[src/rtl/write_stream_pkg.sv]
// rtl/write_stream_pkg.sv - shared FSM encoding and per-element clip helper for write_stream
package write_stream_pkg;

   typedef enum logic [1:0] {
      ST_IDLE = 2'd0,
      ST_RUN  = 2'd1,
      ST_DONE = 2'd2
   } state_t;

   localparam int CLIP_W = 32;

   // Operands arrive pre-extended to CLIP_W, so this compare matches one done at the element width.
   function automatic logic [CLIP_W-1:0] clip_elem(
      input logic [CLIP_W-1:0] x,
      input logic [CLIP_W-1:0] min_v,
      input logic [CLIP_W-1:0] max_v,
      input logic              is_signed,
      input logic              relu
   );
      logic [CLIP_W-1:0] v;
      logic              gt;
      logic              lt;
      v = (relu && is_signed && x[CLIP_W-1]) ? '0 : x;
      if (is_signed) begin
         gt = $signed(v) > $signed(max_v);
         lt = $signed(v) < $signed(min_v);
      end else begin
         gt = v > max_v;
         lt = v < min_v;
      end
      if (gt)
         return max_v;
      else if (lt)
         return min_v;
      else
         return v;
   endfunction

endpackage

[src/rtl/write_stream_fifo.sv]
// rtl/write_stream_fifo.sv - registered FIFO with full/empty flags and free-slot count
module write_stream_fifo
   import write_stream_pkg::*;
#(
   parameter int LOG_DEPTH = 2,
   parameter int WIDTH     = 8
) (
   input  logic                 clk,
   input  logic                 rst_n,
   input  logic                 i_push,
   input  logic [WIDTH-1:0]     i_data,
   input  logic                 i_pop,
   output logic [WIDTH-1:0]     o_data,
   output logic                 o_full,
   output logic                 o_empty,
   output logic [LOG_DEPTH:0]   o_free
);
   localparam int DEPTH = 1 << LOG_DEPTH;

   logic [WIDTH-1:0]     r_mem [DEPTH];
   logic [LOG_DEPTH-1:0] r_wr_ptr;
   logic [LOG_DEPTH-1:0] r_rd_ptr;
   logic [LOG_DEPTH:0]   r_count;
   logic                 w_push;
   logic                 w_pop;

   assign o_full  = (r_count == (LOG_DEPTH+1)'(DEPTH));
   assign o_empty = (r_count == '0);
   assign o_free  = (LOG_DEPTH+1)'(DEPTH) - r_count;
   assign o_data  = r_mem[r_rd_ptr];
   assign w_push  = i_push & ~o_full;
   assign w_pop   = i_pop & ~o_empty;

   always_ff @(posedge clk or negedge rst_n) begin
      if (!rst_n) begin
         r_wr_ptr <= '0;
         r_rd_ptr <= '0;
         r_count  <= '0;
      end else begin
         if (w_push)
            r_wr_ptr <= r_wr_ptr + LOG_DEPTH'(1);
         if (w_pop)
            r_rd_ptr <= r_rd_ptr + LOG_DEPTH'(1);
         case ({w_push, w_pop})
            2'b10:   r_count <= r_count + (LOG_DEPTH+1)'(1);
            2'b01:   r_count <= r_count - (LOG_DEPTH+1)'(1);
            default: r_count <= r_count;
         endcase
      end
   end

   always_ff @(posedge clk) begin
      if (w_push)
         r_mem[r_wr_ptr] <= i_data;
   end

endmodule

[src/rtl/write_stream.sv]
// rtl/write_stream.sv - buffers upstream beats, clips each element and writes them to RAM
// at strided addresses under a run FSM with done/busy/overflow status.
module write_stream
   import write_stream_pkg::*;
#(
   parameter int GROUP_SIZE      = 4,
   parameter int DATA_WIDTH      = 8,
   parameter int OUT_WIDTH       = 4,
   parameter int LOG_MAX_ADDRESS = 16,
   parameter int LOG_MAX_WRITES  = 16,
   parameter int LOG_FIFO_DEPTH  = 2,
   parameter int SIGNED_DATA     = 1
) (
   input  logic                             clk,
   input  logic                             rst,
   input  logic                             configure,
   input  logic [LOG_MAX_ADDRESS-1:0]       base_address,
   input  logic [LOG_MAX_ADDRESS-1:0]       address_stride,
   input  logic [LOG_MAX_WRITES-1:0]        num_writes,
   input  logic [OUT_WIDTH-1:0]             min_clip,
   input  logic [OUT_WIDTH-1:0]             max_clip,
   input  logic                             relu_en,
   input  logic [GROUP_SIZE*DATA_WIDTH-1:0] data_in,
   input  logic                             valid_in,
   output logic                             avail_out,
   input  logic                             ready_in,
   output logic [GROUP_SIZE*OUT_WIDTH-1:0]  data_out,
   output logic [LOG_MAX_ADDRESS-1:0]       address_out,
   output logic                             valid_out,
   output logic                             busy,
   output logic                             done,
   output logic                             overflow
);
   state_t                            r_state;
   state_t                            w_next_state;
   logic [LOG_MAX_ADDRESS-1:0]        r_addr;
   logic [LOG_MAX_ADDRESS-1:0]        r_stride;
   logic [LOG_MAX_WRITES-1:0]         r_remaining;
   logic [OUT_WIDTH-1:0]              r_min;
   logic [OUT_WIDTH-1:0]              r_max;
   logic                              r_relu;
   logic                              r_overflow;
   logic                              w_full;
   logic                              w_empty;
   logic [LOG_FIFO_DEPTH:0]           w_free;
   logic [GROUP_SIZE*DATA_WIDTH-1:0]  w_head;
   logic [GROUP_SIZE*OUT_WIDTH-1:0]   w_clipped;
   logic                              w_load;
   logic                              w_accept;
   logic                              w_last;

   write_stream_fifo #(
      .LOG_DEPTH (LOG_FIFO_DEPTH),
      .WIDTH     (GROUP_SIZE*DATA_WIDTH)
   ) fifo_in (
      .clk     (clk),
      .rst_n   (rst),
      .i_push  (valid_in),
      .i_data  (data_in),
      .i_pop   (w_accept),
      .o_data  (w_head),
      .o_full  (w_full),
      .o_empty (w_empty),
      .o_free  (w_free)
   );

   assign w_load   = configure & (r_state != ST_RUN);
   assign w_accept = valid_out & ready_in;
   assign w_last   = w_accept & (r_remaining == LOG_MAX_WRITES'(1));

   always_ff @(posedge clk or negedge rst) begin
      if (!rst)
         r_state <= ST_IDLE;
      else
         r_state <= w_next_state;
   end

   always_comb begin
      w_next_state = r_state;
      case (r_state)
         ST_IDLE, ST_DONE: begin
            if (configure)
               w_next_state = (num_writes == '0) ? ST_DONE : ST_RUN;
            else if (r_state == ST_DONE)
               w_next_state = ST_IDLE;
         end
         ST_RUN: begin
            if (w_last)
               w_next_state = ST_DONE;
         end
         default: w_next_state = ST_IDLE;
      endcase
   end

   always_comb begin
      valid_out = 1'b0;
      busy      = 1'b0;
      done      = 1'b0;
      case (r_state)
         ST_RUN: begin
            busy      = 1'b1;
            valid_out = ~w_empty;
         end
         ST_DONE: done = 1'b1;
         default: ;
      endcase
   end

   always_ff @(posedge clk or negedge rst) begin
      if (!rst) begin
         r_addr      <= '0;
         r_stride    <= '0;
         r_remaining <= '0;
         r_min       <= '0;
         r_max       <= '0;
         r_relu      <= 1'b0;
         r_overflow  <= 1'b0;
      end else begin
         if (w_load) begin
            r_addr      <= base_address;
            r_stride    <= address_stride;
            r_remaining <= num_writes;
            r_min       <= min_clip;
            r_max       <= max_clip;
            r_relu      <= relu_en;
         end else if (w_accept) begin
            r_addr      <= r_addr + r_stride;
            r_remaining <= r_remaining - LOG_MAX_WRITES'(1);
         end
         // A beat dropped in the configure cycle itself still flags, so that run starts already overflowed.
         if (valid_in & w_full)
            r_overflow <= 1'b1;
         else if (w_load)
            r_overflow <= 1'b0;
      end
   end

   for (genvar g = 0; g < GROUP_SIZE; g++) begin : g_clip
      logic [DATA_WIDTH-1:0] w_elem;
      logic [CLIP_W-1:0]     w_x;
      logic [CLIP_W-1:0]     w_lo;
      logic [CLIP_W-1:0]     w_hi;
      assign w_elem = w_head[g*DATA_WIDTH +: DATA_WIDTH];
      assign w_x    = {{(CLIP_W-DATA_WIDTH){(SIGNED_DATA != 0) && w_elem[DATA_WIDTH-1]}}, w_elem};
      assign w_lo   = {{(CLIP_W-OUT_WIDTH){(SIGNED_DATA != 0) && r_min[OUT_WIDTH-1]}}, r_min};
      assign w_hi   = {{(CLIP_W-OUT_WIDTH){(SIGNED_DATA != 0) && r_max[OUT_WIDTH-1]}}, r_max};
      assign w_clipped[g*OUT_WIDTH +: OUT_WIDTH] =
         OUT_WIDTH'(clip_elem(w_x, w_lo, w_hi, SIGNED_DATA != 0, r_relu));
   end

   assign data_out    = valid_out ? w_clipped : '0;
   assign address_out = r_addr;
   assign avail_out   = (w_free >= (LOG_FIFO_DEPTH+1)'(2));
   assign overflow    = r_overflow;

endmodule

[config.mk]
export PLATFORM = sky130hd
export DESIGN_NAME = write_stream
export DESIGN_NICKNAME = d
export VERILOG_FILES = /design/src/rtl/write_stream_pkg.sv /design/src/rtl/write_stream_fifo.sv /design/src/rtl/write_stream.sv
export SDC_FILE = /design/constraint.sdc
export NUM_CORES = 1
export LEC_CHECK = 0
export CORE_MARGIN = 3
export CORE_UTILIZATION = 50
export DETAILED_ROUTE_END_ITERATION = 8
export DONT_BUFFER_PORTS = 1
export PLACE_DENSITY = 0.68
export SYNTH_ARGS = -nofsm -noshare
export SYNTH_HDL_FRONTEND = slang
export SYNTH_SLANG_ARGS = --single-unit
[constraint.sdc]
create_clock -name clk -period 5.1 [get_ports clk]
set_input_delay 1.275 -clock clk [delete_from_list [all_inputs] [get_ports clk]]
set_output_delay 1.275 -clock clk [all_outputs]
set_load 0.05 [all_outputs]
==> results by group, run 1 <==
Run status
  – Status: complete, no violations

Global route
  – Largest net degree at the start of global routing: 68
  – Gr usage total: 0.2126
  – First-pass GRT wire length: roughly 37 mm
  – Initial antenna violation count: 0
  – Vias in the first global route: 6890
  – Gr ovfl total: 0

Cells and area
  – Layout cells sized above 1: 0.2011
  – Ant. Diodes: 0
  – # nets final: between 1000 and 1500
  – Area grow syn2layout: 16.48%
  – Multi-input gate area: 5041 um^2
  – Number of fill cells: 1629
  – Utilization after layout: 0.5996
  – Reg area: approximately 5500 um^2

STA
  – Hold_ws: 0.4749 ns
  – Max Freq: 0.2012 GHz
  – Tmin final: 4.970 ns
  – Clock skew: ~0.012 ns
  – Setup violations, final: 0
  – Worst slew pin tran: 0.9392 ns
  – Relative slew slack: 0.3726
  – Fin. Hold Viols: 0
  – Max Slew Vio Count: 0
  – RSZ-0062 raised after global routing: true
  – Period utilization: 0.9745

Synth
  – Post-synth top cells: edfxtp_1, nand2_1, ha_1, dfrtp_1, o21ai_0
  – Share of the synthesized area in the top cell type: 0.3643
  – Mean area per synthesized cell: 12.17 um^2
  – EDFF count, synth: 128
  – Post-Syn Nets: 1049
  – Synth cell types: 68
  – Main flop type after synthesis: edfxtp_1
  – Post-synthesis sequential area ratio: 0.5232
  – Top-count cell post-synth: edfxtp_1
  – Top post-synthesis cells by area: edfxtp_1, dfrtp_1, ha_1
  – Synth area leader: edfxtp_1
  – Asr flop ratio synth: 0.3436
  – Seq cells post-synth: approximately 200
  – Post-Synthesis Cells: between 800 and 900
  – Synth warn: 0
  – Synth Cell Area: 10550 um^2

Drt
  – Final wirelength: 24.62 mm
  – First DRT Iteration DRCs: 460
  – Via count: 7143
  – Drt first pass iters: 5
  – Drc violations: 0
  – Number of routed nets with antenna violations: 0
  – Vias per cell: 5.953
  – Routed WL per cell: 20.52 um

Floorplanning
  – Die Wd: 151.3 um
  – Die Y: 151.3 um
  – Starting Density: 0.5148
  – # IOs: between 100 and 150
  – Row cnt: 52
  – Placeable core area: 20490 um^2
  – Die ar.: 22880 um^2

Clocking
  – Later-pin clock latency in the skew report: 0.44 ns
  – Clock buffer count from CTS: 17
  – Clk sinks: 195
  – # H-tree levels: 4
  – Root buffer cell: clkbuf_16
  – Clock Pin Slew Worst Setup and Hold Paths: 0.08 ns
  – CTS tree: yes
  – Clk buf depth: 2

Worst setup path
  – Reg2reg setup slack: 1.74 ns
  – Critical path arrival: approximately 3.7 ns
  – Origin of the critical flop-to-flop path: fifo_in.r_count[1]
  – Crit path kind: register to output pin
  – R2R depth: 11
  – Crit path capture: data_out[15]
  – Worst r2r dst: fifo_in.r_count[2]
  – CP max FO: 8
  – Critical Path Start Type: register
  – Crit. Startpoint: fifo_in.r_rd_ptr[0]
  – Required time worst endpoint: 3.83 ns
  – CP endpoint kind: output pin

Place
  – GPL Wtd Cong: 0.8259
  – DP HPWL: 16.84 mm
  – Buffers on Ports: 0

Min path
  – Hold crit path type: register to register

Flow run
  – Max_cap viols: 0
## stage by stage
step                      area, um^2  setup TNS (ns)  setup slack (ns)  instances
final                          12290               0            0.1302       1200
after global routing           12290         -0.2021          -0.04726       1200
after CTS                      11920               0           0.01216       1180
after detailed placement       11130               0            0.1702       1139
after global placement         11130               0            0.2584       1139
after floorplan                10590       -0.002895        -0.0007239        867
## logic make-up after synthesis
family	Yosys count	synth area share
AOI/OAI and AO/OA	192	0.1239
xor gates and xnor gates	19	0.01577
adders and majority gates	88	0.1058
buffers and inverters	54	0.02194
DFF	195	0.5232
muxes	45	0.08064
and+or+nand+nor	274	0.1287
## area by class of cell
class	instances	share of cell area
clock buffers	17	0.03462
clock inverters	15	0.01884
multi-input cells	618	0.4102
repair buffers	59	0.05162
well taps	270	0.02749
inverters	26	0.007941
flip-flops and latches	195	0.4493
## sequential cells by signal (all words and copies together) (netlist names)
register and count:
r_relu 1, fifo_in.r_count 3, overflow 1, r_stride 16, r_remaining 16, r_min 4
r_state 2, fifo_in.r_rd_ptr 2, fifo_in.r_wr_ptr 2, fifo_in.r_mem 128, address_out 16, r_max 4
## worst min path at each step
stage / startpoint / slack, ns / cells after the start / end
finish: fifo_in.r_count[0] / 0.47 / 1 / fifo_in.r_count[0]
global route: rst / 0.49 / 0 / r_remaining[8]
CTS: fifo_in.r_count[0] / 0.48 / 1 / fifo_in.r_count[0]
detailed placement: fifo_in.r_count[0] / 0.46 / 1 / fifo_in.r_count[0]
global placement: r_stride[11] / 0.46 / 2 / r_stride[11]
floorplan: fifo_in.r_count[0] / 0.45 / 1 / fifo_in.r_count[0]
## per-layer routing
| layer | global-route usage | up-vias | share of wire |
|---|---|---|---|
| met5 | 0 | - | 0 |
| li1 | - | 3387 | - |
| met4 | 0.05621 | 0 | 0.013 |
| met1 | 0.3111 | 3517 | 0.46 |
| met3 | 0.06314 | 21 | 0.073 |
| met2 | 0.3110 | 218 | 0.45 |
## worst max-delay path, cell delays in order (launching register included)
cell and delay (ns):
dfrtp_2 0.54, mux4_2 0.61, and2_4 0.24, nor2b_4 0.15, ha_4 0.21, nor2b_1 0.12
o31ai_1 0.20, a21oi_1 0.14, o41ai_4 0.23, buf_6 0.17, mux2i_1 0.19, nand2_1 0.09
a2bb2oi_2 0.21, buf_12 0.15
## cell usage in the layout, fill, tap and decap left out, types with 19 or more instances in the layout
master and count:
inv_1 24, mux4_2 32, nand2_1 112, nor2b_1 25, buf_4 43, nor2_1 37, ha_1 82, o21ai_0 53
edfxtp_1 128, dfrtp_1 66, clkbuf_16 19, a21oi_1 42
## timing repair
| action | 4_1_cts | 5_1_grt |
|---|---|---|
| endpoints found under the setup margin | 16 | 16 |
| pin swaps | 2 | 14 |
| gates resized for setup | 13 | 43 |
| buffers inserted | 8 | 18 |
| cloned | 1 | 2 |
| hold buffers | 0 | 0 |
Power of run 1 is left out: the tool's default activity adds up to more than one toggle a clock period on the data nets, which glitch-free logic cannot reach.
==> run 2, diff against run 1 <==
--- a/config.mk
+++ b/config.mk
@@ -9,7 +9,6 @@
 export CORE_UTILIZATION = 50
 export DETAILED_ROUTE_END_ITERATION = 8
 export DONT_BUFFER_PORTS = 1
-export PLACE_DENSITY = 0.68
 export SYNTH_ARGS = -nofsm -noshare
 export SYNTH_HDL_FRONTEND = slang
 export SYNTH_SLANG_ARGS = --single-unit
==> run 2 against run 1 <==
Cell count down 0.92%; via count grew 0.18%; design area fell by 1.8%; flip-flop and latch count did not move; fmax decreased by 0.29%; register-to-register slack worse by 0.02 ns; clock skew grew 0.0012 ns; critical path depth up 1; clock-buffer cell count unchanged; critical endpoint is now data_out[5]; largest cell class unchanged.
==> results by group, run 2 (synthesis gave the netlist of run 1 again) <==
Global route
  – Gr ovfl total: 0
  – Largest net degree at the start of global routing: 68
  – First-pass GRT wire length: 39.86 mm
  – Initial antenna violation count: 0
  – Vias in the first global route: 7332
  – Gr usage total: 0.2266

STA
  – RSZ-0062 raised after global routing: true
  – Tmin final: 4.984 ns
  – Worst slew pin tran: a little over 1 ns
  – Setup violations, final: 0
  – Fin. Hold Viols: 0
  – Max Slew Vio Count: 0
  – Relative slew slack: 0.3182
  – Max Freq: ~0.20 GHz
  – Clock skew: 0.01318 ns
  – Period utilization: 0.9774

Drt
  – First DRT Iteration DRCs: just under 500
  – Via count: 7156
  – Routed WL per cell: 21.46 um
  – Drt first pass iters: 5
  – Drc violations: 0
  – Vias per cell: between 6 and 7
  – Number of routed nets with antenna violations: 0
  – Final wirelength: 25.51 mm

Worst setup path
  – CP peak stage delay: 0.52 ns
  – Critical path cell sequence: buf_12, mux4_2, and2_4, nor2b_4, ha_4, nor2b_4, o31ai_2, a21oi_2, o41ai_4, buf_4, mux2i_1, nand2_1, a2bb2oi_2, buf_12
  – Critical-path top delay cell: mux4_2
  – Critical Path Start Type: register
  – Critical path arrival: 3.71 ns
  – Reg2reg setup slack: 1.72 ns
  – Crit-path leading delay family: compound AO/OA/AOI/OAI gates
  – Crit path kind: register to output pin
  – CP endpoint kind: output pin
  – CP bufs+invs: 3
  – CP max FO: 6
  – Required time worst endpoint: 3.83 ns

Clocking
  – Clock Pin Slew Worst Setup and Hold Paths: approximately 0.080 ns
  – # H-tree levels: 4
  – Root buffer cell: clkbuf_16
  – Later-pin clock latency in the skew report: 0.43 ns
  – Clock buffer count from CTS: 17
  – Hold-fix buffers, CTS: 0
  – CTS tree: yes
  – Clk sinks: roughly 200
  – Clk buf depth: 2

Floorplanning
  – # IOs: 131
  – Die Y: 151.3 um
  – Die ar.: 22880 um^2
  – Starting Density: 0.5148
  – Placeable core area: slightly above 20000 um^2
  – Die Wd: 151.3 um
  – Row cnt: 52

Cells and area
  – Area grow syn2layout: 14.42%
  – Post-route cell area: approximately 12000 um^2
  – Reg area: 5523 um^2
  – # nets final: approximately 1100
  – Most flop-heavy register: fifo_in.r_mem
  – Multi-input gate area: 4979 um^2
  – Most common cell after layout, fill and taps aside: edfxtp_1
  – Most frequent cells in the layout: edfxtp_1, nand2_1, ha_1
  – Max reg flops: 128
  – Number of fill cells: 1653
  – Ant. Diodes: 0
  – Layout cells sized above 1: 0.1872

Min path
  – Hold crit path type: register to register

Place
  – DP HPWL: 18.42 mm
  – Area of placed instances: 11160 um^2
  – GPL Wtd Cong: about 0.9
  – Buffers on Ports: 0

Flow run
  – Max_cap viols: 0

Run status
  – Status: complete, no violations
run 2: cell count changes in the layout (fill, tap and decap cells not counted), sizes merged:
cell | previous run | this run
buf | 57 | 48
clkinvlp | 0 | 1
clkinv | 2 | 6
clkbuf | 19 | 17
inv | 39 | 34
run 2: stage by stage:
step                      std cells  utilization  hold WS [ns]  setup TNS (ns)  setup WS, ns
after floorplan                 867            -        0.4465       -0.002895    -0.0007239
after global placement         1143       0.5448        0.4632               0        0.2711
after detailed placement       1143       0.5448        0.4721               0       0.08938
after CTS                      1180       0.5783        0.4922       -0.002438     -0.002115
after global routing           1189       0.5890        0.5021         -0.2014      -0.07352
final                          1189       0.5890        0.4913               0        0.1155
run 2: final timing paths:
kind,cells past startpoint,to,from
setup / recovery,14,data_out[5],fifo_in.r_rd_ptr[0]
hold / removal,2,r_stride[14],r_stride[14]
setup reg to reg,11,fifo_in.r_count[2],fifo_in.r_count[0]
hold reg to reg,2,r_stride[14],r_stride[14]
max in group asynchronous,0,fifo_in.r_rd_ptr[0],rst
min in group asynchronous,0,r_remaining[8],rst
run 2: tightest hold or removal path, stage by stage (launching register included):
cell and delay [ns]:
dfrtp_1 0.36, nand2_1 0.05, nand2_1 0.05
run 2: metal layers:
| metal | share of wire | track usage | wire (um) |
|---|---|---|---|
| met5 | 0 | 0 | 0 |
| met4 | 0.021 | 0.06256 | 539 |
| met3 | 0.072 | 0.05685 | 1833 |
| met2 | 0.48 | 0.3634 | 12360 |
| met1 | 0.42 | 0.3092 | 10780 |
run 2: final cells by class:
class                      count  area share
clock buffer                  17     0.03524
clock inverter                15     0.01617
timing repair buffer          48     0.04260
sequential                   195      0.4575
multi-input combinational    618      0.4124
tap                          270     0.02799
inverter                      26    0.008085
run 2: repair_timing:
action | CTS | global route
cloned | 0 | 0
endpoints found under the hold margin | 0 | 0
setup buffers | 5 | 9
endpoints found under the setup margin | 16 | 16
resized for setup | 13 | 40
pin swaps | 3 | 16
Power of run 2 is left out for the same reason.
==> run 3, diff against run 2 <==
--- a/config.mk
+++ b/config.mk
@@ -5,8 +5,8 @@
 export SDC_FILE = /design/constraint.sdc
 export NUM_CORES = 1
 export LEC_CHECK = 0
-export CORE_MARGIN = 3
 export CORE_UTILIZATION = 50
+export CTS_CLUSTER_SIZE = 16
 export DETAILED_ROUTE_END_ITERATION = 8
 export DONT_BUFFER_PORTS = 1
 export SYNTH_ARGS = -nofsm -noshare
==> run 3 against run 2 <==
Via count is 1.5% higher; first-iteration DRC count is 28% lower; highest routed layer unchanged; worst setup slack worse by 0.050 ns; die area is 5.2% lower; design area is 1.3% higher; flip-flop and latch count stayed put; clock-buffer cell count stayed put; core utilization is 0.93 points higher; critical endpoint is now data_out[13]; worst hold slack worse by 0.0075 ns; register-to-register slack better by 0.06 ns; clock skew is 0.0011 ns higher; critical path depth is 1 lower.
==> results by group, run 3 (synthesis gave the netlist of run 1 again) <==
Place
  – DP HPWL: 17.94 mm
  – GPL Wtd Cong: 0.8870
  – Buffers on Ports: 0
  – Area of placed instances: 11140 um^2

Cells and area
  – Most common cell after layout, fill and taps aside: edfxtp_1
  – # nets final: 1094
  – Ant. Diodes: 0
  – Most frequent cells in the layout: edfxtp_1, nand2_1, ha_1
  – Most flop-heavy register: fifo_in.r_mem
  – Area grow syn2layout: 15.87%
  – Post-route cell area: about 12000 um^2
  – Layout cells sized above 1: 0.2022
  – Number of fill cells: 1632
  – Max reg flops: 128

STA
  – Fin. Hold Viols: 0
  – Worst slew pin tran: 1.022 ns
  – Hold_ws: 0.4838 ns
  – Setup violations, final: 0
  – RSZ-0062 raised after global routing: true
  – Max Freq: between 0.15 and 0.2 GHz
  – Fin Setup TNS: 0 ns
  – Period utilization: 0.9871
  – Max Slew Vio Count: 0
  – Tmin final: 5.034 ns
  – Clock skew: 0.01431 ns
  – Relative slew slack: 0.3175

Worst setup path
  – Critical Path Start Type: register
  – Crit. Startpoint: fifo_in.r_rd_ptr[0]
  – Required time worst endpoint: 3.83 ns
  – Origin of the critical flop-to-flop path: fifo_in.r_count[1]
  – Crit path kind: register to output pin
  – CP endpoint kind: output pin
  – CP max FO: 7
  – Critical path arrival: 3.76 ns

Drt
  – Drc violations: 0
  – Routed WL per cell: 21.38 um
  – Via count: just over 7000
  – First DRT Iteration DRCs: 350
  – Final wirelength: around 26 mm
  – Number of routed nets with antenna violations: 0
  – Vias per cell: 6.079
  – Drt first pass iters: 5

Clocking
  – Clock Pin Slew Worst Setup and Hold Paths: 0.09 ns
  – Clk buf depth: 2
  – Root buffer cell: clkbuf_16
  – CTS tree: yes
  – Later-pin clock latency in the skew report: 0.44 ns
  – Hold-fix buffers, CTS: 0
  – Clock buffer count from CTS: 17
  – Clk sinks: 195
  – # H-tree levels: 4

Flow run
  – Max_cap viols: 0

Min path
  – Hold crit path type: register to register
  – Hold Crit Start: fifo_in.r_count[0]

Global route
  – First-pass GRT wire length: 39.57 mm
  – Vias in the first global route: 7489
  – Gr ovfl total: 0
  – Largest net degree at the start of global routing: 68
  – Gr usage total: 0.2392
  – Initial antenna violation count: 1

Floorplanning
  – Starting Density: 0.5164
  – Placeable core area: 20430 um^2
  – Die Y: about 150 um
  – Die Wd: about 150 um
  – # IOs: 131
  – Die ar.: 21690 um^2
  – Row cnt: 52

Run status
  – Status: complete, no violations
[run 3: changes by cell type in the layout (fill, tap and decap cells not counted), sizes merged]
cell / before / now
clkinv: 6 / 5
clkbuf: 17 / 18
inv: 34 / 36
buf: 48 / 53
clkinvlp: 1 / 0
[run 3: metrics by stage]
step	utilization	cells	worst slack, ns
after floorplan	-	867	-0.0007239
after global placement	0.5455	1142	0.3096
after detailed placement	0.5455	1142	0.2614
after CTS	0.5832	1180	0.0002269
after global routing	0.5984	1195	-0.07303
final	0.5984	1195	0.06569
[run 3: worst paths after layout]
| path | end | slack (ns) | depth (start not counted) |
|---|---|---|---|
| max | data_out[13] | 0.07 | 13 |
| min | fifo_in.r_count[0] | 0.48 | 1 |
| max reg2reg | r_remaining[11] | 1.78 | 9 |
| min reg2reg | fifo_in.r_count[0] | 0.48 | 1 |
| max in group asynchronous | fifo_in.r_rd_ptr[1] | 4.45 | 0 |
| min in group asynchronous | r_remaining[5] | 0.52 | 0 |
[run 3: routing by layer]
layer  GRT usage  part of all wire  vias up
li1            -                 -     3371
met1      0.3018              0.42     3638
met2      0.4021              0.50      212
met3     0.05901             0.060       43
met4     0.08144             0.025        0
met5           0                 0        -
[run 3: cell type report]
type                    instances  area (um^2)  share of cell area
well taps                     270        337.8             0.02764
clock buffers                  17        425.4             0.03480
flip-flops and latches        195         5523              0.4518
repair buffers                 54        559.3             0.04575
clock inverters                15        234.0             0.01914
multi-input cells             618         5047              0.4129
inverters                      26        97.59            0.007984
[run 3: timing repair]
item | CTS | global route
gates cloned | 0 | 1
pin swaps | 4 | 15
buffers inserted | 6 | 14
hold endpoints to repair | 0 | 0
gates resized for setup | 24 | 44
endpoints found under the setup margin | 15 | 16
[run 3: worst max-delay path, stage by stage (launching register included)]
cell,delay (ns)
dfrtp_2,0.53
mux4_2,0.57
and2_4,0.23
nor2b_4,0.15
ha_4,0.21
nor2b_4,0.13
o31ai_4,0.24
a21oi_2,0.11
o41ai_4,0.23
buf_6,0.18
mux2i_1,0.20
nand2_1,0.09
a2bb2oi_2,0.25
buf_12,0.17
Power of run 3 is left out for the same reason.
